<file path="src/rtl/cdc_pkg.sv">
// rtl/cdc_pkg.sv - shared limits and counter sizing for the sync/filter blocks
package cdc_pkg;

  localparam int CHANNELS_MIN      = 1;
  localparam int CHANNELS_MAX      = 64;
  localparam int SYNC_LEVELS_MIN   = 2;
  localparam int SYNC_LEVELS_MAX   = 4;
  localparam int FILTER_CYCLES_MAX = 255;

  // ceil(log2(filter_cycles+1)), never below one bit so a zero filter still has a counter
  function automatic int cnt_width(input int filter_cycles);
    int w;
    w = 1;
    while ((1 << w) < (filter_cycles + 1)) begin
      w = w + 1;
    end
    return w;
  endfunction

endpackage

</file>
<file path="src/rtl/cdc_sync_filter_chan.sv">
// rtl/cdc_sync_filter_chan.sv - one channel: synchroniser chain, stability filter, edge pulses
module cdc_sync_filter_chan
  import cdc_pkg::*;
#(
  parameter int   SYNC_LEVELS   = 2,
  parameter int   FILTER_CYCLES = 0,
  parameter logic RST_VALUE     = 1'b0
) (
  input  logic clk_d,
  input  logic rst_d,
  input  logic data_s,
  output logic data_d,
  output logic rise_d,
  output logic fall_d,
  output logic chg_d
);

  localparam int            CW      = cnt_width(FILTER_CYCLES);
  localparam logic [CW-1:0] CNT_MAX = CW'(FILTER_CYCLES);

  (* async_reg = "true" *) logic [SYNC_LEVELS-1:0] sync_q;
  logic [SYNC_LEVELS-1:0] sync_d;
  logic [CW-1:0]          cnt_q, cnt_d;
  logic                   lvl_q, lvl_d;
  logic                   up_q, up_d;
  logic                   dn_q, dn_d;
  logic                   tgl_q, tgl_d;
  logic                   sq;

  assign sq = sync_q[SYNC_LEVELS-1];

  always_comb begin
    sync_d = {sync_q[SYNC_LEVELS-2:0], data_s};
    cnt_d  = '0;
    lvl_d  = lvl_q;
    // a new level is taken only once it has disagreed for FILTER_CYCLES+1 consecutive edges
    if (sq != lvl_q) begin
      if (cnt_q == CNT_MAX) begin
        lvl_d = sq;
      end else begin
        cnt_d = cnt_q + CW'(1);
      end
    end
    up_d  = lvl_d & ~lvl_q;
    dn_d  = ~lvl_d & lvl_q;
    tgl_d = lvl_d ^ lvl_q;
  end

  always_ff @(posedge clk_d) begin
    if (rst_d) begin
      sync_q <= {SYNC_LEVELS{RST_VALUE}};
      cnt_q  <= '0;
      lvl_q  <= RST_VALUE;
      up_q   <= 1'b0;
      dn_q   <= 1'b0;
      tgl_q  <= 1'b0;
    end else begin
      sync_q <= sync_d;
      cnt_q  <= cnt_d;
      lvl_q  <= lvl_d;
      up_q   <= up_d;
      dn_q   <= dn_d;
      tgl_q  <= tgl_d;
    end
  end

  assign data_d = lvl_q;
  assign rise_d = up_q;
  assign fall_d = dn_q;
  assign chg_d  = tgl_q;

endmodule

</file>
<file path="src/rtl/cdc_sync_filter.sv">
// rtl/cdc_sync_filter.sv - multi-channel level synchroniser with glitch filter and edge pulses
module cdc_sync_filter
  import cdc_pkg::*;
#(
  parameter int                  CHANNELS      = 1,
  parameter int                  SYNC_LEVELS   = 2,
  parameter int                  FILTER_CYCLES = 0,
  parameter logic [CHANNELS-1:0] RST_VALUE     = '0
) (
  input  logic                clk_d,
  input  logic                rst_d,
  input  logic [CHANNELS-1:0] data_s,
  output logic [CHANNELS-1:0] data_d,
  output logic [CHANNELS-1:0] rise_d,
  output logic [CHANNELS-1:0] fall_d,
  output logic [CHANNELS-1:0] chg_d
);

  if (CHANNELS < CHANNELS_MIN || CHANNELS > CHANNELS_MAX) begin : g_bad_channels
    $error("cdc_sync_filter: CHANNELS=%0d out of range", CHANNELS);
  end
  if (SYNC_LEVELS < SYNC_LEVELS_MIN || SYNC_LEVELS > SYNC_LEVELS_MAX) begin : g_bad_sync
    $error("cdc_sync_filter: SYNC_LEVELS=%0d out of range", SYNC_LEVELS);
  end
  if (FILTER_CYCLES < 0 || FILTER_CYCLES > FILTER_CYCLES_MAX) begin : g_bad_filter
    $error("cdc_sync_filter: FILTER_CYCLES=%0d out of range", FILTER_CYCLES);
  end

  for (genvar i = 0; i < CHANNELS; i++) begin : g_chan
    cdc_sync_filter_chan #(
      .SYNC_LEVELS  (SYNC_LEVELS),
      .FILTER_CYCLES(FILTER_CYCLES),
      .RST_VALUE    (RST_VALUE[i])
    ) u_chan (
      .clk_d (clk_d),
      .rst_d (rst_d),
      .data_s(data_s[i]),
      .data_d(data_d[i]),
      .rise_d(rise_d[i]),
      .fall_d(fall_d[i]),
      .chg_d (chg_d[i])
    );
  end

endmodule

</file>
<file path="config.mk">
export PLATFORM = sky130hd
export DESIGN_NAME = cdc_sync_filter
export DESIGN_NICKNAME = d
export VERILOG_FILES = /design/src/rtl/cdc_pkg.sv /design/src/rtl/cdc_sync_filter_chan.sv /design/src/rtl/cdc_sync_filter.sv
export SDC_FILE = /design/constraint.sdc
export NUM_CORES = 1
export LEC_CHECK = 0
export ABC_AREA = 1
export BUFFER_PORTS_ARGS = -buffer_cell sky130_fd_sc_hd__buf_2
export CAP_MARGIN = 10
export CORE_AREA = 2 2 39 41
export DETAILED_ROUTE_END_ITERATION = 7
export DIE_AREA = 0 0 41 43
export GPL_TIMING_DRIVEN = 1
export SETUP_SLACK_MARGIN = 0.05
export SYNTH_ARGS = -nofsm -noshare
export SYNTH_HDL_FRONTEND = slang
export SYNTH_SLANG_ARGS = --single-unit
</file>
<file path="constraint.sdc">
create_clock -name clk_d -period 1.5 [get_ports clk_d]
set_input_delay 0 -clock clk_d [delete_from_list [all_inputs] [get_ports clk_d]]
set_output_delay 0 -clock clk_d [all_outputs]
set_load 0.005 [all_outputs]
</file>
# Word-level counts from Yosys, hierarchy flattened
# Index checks and enable logic that the tools add are counted.
[word_totals]
regBits = 7
input_bits = 3
out_inout_bits = 4
word_cells = 18
[classes]
add_sub_neg = 1
eq_ne = 1
muxes = 2
bitwise_logic = 7
reduce_logical = 1
[ops]
columns = ["op", "n"]
rows = [
  ["1-bit inverter", 4],
  ["3-bit OR reduction", 1],
  ["1-bit bitwise AND", 2],
  ["1-bit two-way mux", 2],
  ["1-bit adder (second input constant)", 1],
  ["1-bit inequality test", 1],
  ["1-bit XOR", 1],
]

# Logic depth before layout (Yosys ltp)
[depth]
depth_word = 4
mapped_depth = 7

# Worst setup path after synthesis
# OpenSTA, ideal clock, no wires.
[synth_timing]
kind = "register to register"
startpoint = "reg g_chan[0].u_chan.lvl_q"
endpoint = "reg g_chan[0].u_chan.tgl_q"
t_arrival_ps = 837
required_time_ps = 1391
setup_slack_ps = 553
path_stages_with_launch = 7
period_less_slack_ps = 947
path_cell_list = "dfxtp_1 inv_1 nand2_1 nand2_2 inv_1 ha_1 nor2_1"
[synth_between]
elab_chain_len = 3
word_cells_on_any_way = 4
cone_classes = "eq/ne (1); mux (2); bitwise (1)"
[synth_rtl]
columns = ["item", "line", "source"]
rows = [
  ["start: declaration", "cdc_sync_filter_chan.sv:24", "logic lvl_q, lvl_d;"],
  ["start signal: assignment", "cdc_sync_filter_chan.sv:60", "lvl_q <= lvl_d;"],
  ["1-bit two-way mux or 1-bit inequality test (tied branches)", "cdc_sync_filter_chan.sv:38, cdc_sync_filter_chan.sv:37", ""],
  ["1-bit two-way mux *", "cdc_sync_filter_chan.sv:37", "if (sq != lvl_q) begin"],
  ["via g_chan[0].u_chan.lvl_d", "cdc_sync_filter_chan.sv:24", ""],
  ["1-bit XOR *", "cdc_sync_filter_chan.sv:46", "tgl_d = lvl_d ^ lvl_q;"],
  ["end signal: assignment", "cdc_sync_filter_chan.sv:63", "tgl_q <= tgl_d;"],
  ["end: declaration", "cdc_sync_filter_chan.sv:27", "logic tgl_q, tgl_d;"],
]
# Mark *: on every way through the listed nets, which the timed path passes. The rest lies on a longest branch.
# A chain may end at the register's enable or synchronous reset.

# Worst setup path in the final report
# Same ends and word-level chain as after synthesis.

==> results.ini <==
[clock_network]
clock_latency_ns=0.25
htreeDepth=1
cts-resized-gates=0
clk_pin_slew_ns=0.05
cts_buffer_depth=2
cts_buffers=3
cts.sinks=7
cts-root-buf=clkbuf_4
tritoncts=done

[finish]
syn_to_final_growth_pct=40.1
nNetsFinal=45
drive_above_1_share_pct=30.8
num_antenna_cells=0

[worst_setup_path]
crit_start=g_chan[0].u_chan.data_d
arrival_ns=1.13
cp_top_family=flip-flops
critPathMostFrequentCell=inv_1
cp-end-kind=flip-flop
timing.rr.start=g_chan[0].u_chan.data_d
crit_path_top_delay_cell=dfxtp_1
path_cells=inv_1 -> nand2_1 -> nand2_2 -> inv_1 -> ha_1 -> nor2_1
required_ns=1.64
path_buf_inv=2
slowest_delay_ns=0.32
startpoint_type=flip-flop
cp_max_fo=3
path_class=reg2reg

[routing]
drc_errors=0
antenna_left=0
drt-initial-drc-count=2
wl_per_cell_um=6.05
routed_wirelength_um=333
num_vias=173
via_per_inst=3.15
firstDrtPassIters=2

[power]
ir_worst_vdd_v=0.000358
leakagePower_nw=0.179
power_density_nw_per_um2=1190

[floorplan]
rows=14
core_sq_um=1380
start_util_pct=17.4
ioPinCount=7
dieArea_sq_um=1760
die_h_um=43
fp.dieW_um=41

[timing]
period_needed_ns=0.986
setup_viol=0
skew_ns=0.00222
slew_viol_final=0
hold_viol=0
timing.final.crit_share_pct=65.7
rsz0062_at_grt=no
tns_ns=0
finalWorstSetupSlack_ns=0.514
fmax_mhz=1010

[hold_path]
worstHoldStart=g_chan[0].u_chan.sync_q[0]
hold_path.class=reg2reg

[status]
status=completed

[global_routing]
grt_pass1_vias=173
grt_max_degree=7
grt_use_total_pct=5.23
gr-total-overflow=0
antenna_found_initial=0
grt_pass1_wl_um=558

[yosys]
synth_fp_nets=32
synth-seq-cells=7
yosysTopAreaCellShare_pct=58.3
syn_area_per_cell_sq_um=8.90
synth_cells=27
syn_area_sq_um=240
seq_area_frac_synth_pct=58.3
yosys_warnings=0
synth_top_cell_by_area=dfxtp_1
yosys.cell_types.count=8
synthTopCellsByArea=dfxtp_1, inv_1, ha_1

[placed_design]
port_buffers=6
dp_slack_ns=0.508
place.gp.congestion=0.612

[flow_run]
drv_cap=0

[report_power, final]
part	leakage [nW]	internal [W]	switching (W)
Combinational	0.106	0.0000165	0.0000166
Sequential	0.0579	0.000197	0.00000324
Clock	0.0150	0.000101	0.0000649
[cells by family (layout without fill, tap and decap cells)]
group	count (synthesis)	count (layout)	synth area share, %
AND/OR/NAND/NOR	9	9	17.2
adder cells (fa/ha/maj)	2	2	10.4
buffers and inverters	8	20	12.5
flip-flops	7	7	58.3
other	1	1	1.56
[flip-flops by register name (all words and copies together), names as in the netlist]
signal / count
g_chan.u_chan.sync_q: 2
g_chan.u_chan.chg_d: 1
g_chan.u_chan.cnt_q: 1
g_chan.u_chan.data_d: 1
g_chan.u_chan.fall_d: 1
g_chan.u_chan.rise_d: 1
[layout by cell type (no fill, tap or decap), types with 2 or more instances in the layout]
cell type / netlist / layout
nor2_1: 5 / 5
dlygate4sd3_1: 0 / 2
ha_1: 2 / 2
buf_2: 0 / 6
inv_1: 8 / 8
dfxtp_1: 7 / 7
clkbuf_4: 0 / 3
nand2_2: 2 / 2
[per-layer routing]
layer | track usage (%) | vias up | share of wire [%]
li1 | - | 95 | -
met1 | 3.88 | 69 | 37
met2 | 7.81 | 9 | 48
met3 | 6.28 | 0 | 16
met4 | 2.00 | 0 | 0
met5 | 0 | - | 0
[cell type report]
type | instances | area [sq um]
sequential | 7 | 140
timing repair buffer | 8 | 50.0
clock buffer | 4 | 26.3
multi-input combinational | 12 | 70.1
tap | 16 | 20.0
fill | 154 | 1050
inverter | 8 | 30.0
[synthesized netlist by cell type, drive strengths merged]
master  n
ha      2
nor2    6
inv     8
nand2   3
dfxtp   7
conb    1
[final timing paths]
kind                                                   end  slack [ns]  cells after the start
worst max-delay path                g_chan[0].u_chan.chg_d        0.51                      6
worst min-delay path            g_chan[0].u_chan.sync_q[1]        0.40                      2
worst max register to register      g_chan[0].u_chan.chg_d        0.51                      6
worst min register to register  g_chan[0].u_chan.sync_q[1]        0.40                      2
[per-stage QoR]
stage                     utilization [%]  hold slack, ns  cell area (sq um)  instances  total power (W)
after floorplan                         -          0.0669                240         27         0.000221
after global placement               21.0           0.199                290         49         0.000232
after global routing                 24.3           0.431                337         55         0.000427
final                                24.3           0.403                337         55         0.000399
after detailed placement             21.0           0.208                290         49         0.000233
after CTS                            24.3           0.409                337         55         0.000410
[worst reg2reg max path: cells and delay by family, from the launching register on]
family / cells / cell delay [ns]
buffers and inverters: 2 / 0.12
flip-flops: 1 / 0.32
adder cells (fa/ha/maj): 1 / 0.26
AND/OR/NAND/NOR: 3 / 0.18
[repair_timing]
| item | 4_1_cts | 5_1_grt |
|---|---|---|
| setup buffers | 0 | 0 |
| hold endpoints to repair | 6 | 0 |
| hold buffers | 2 | 0 |
(Power assumes the default switching activity.)
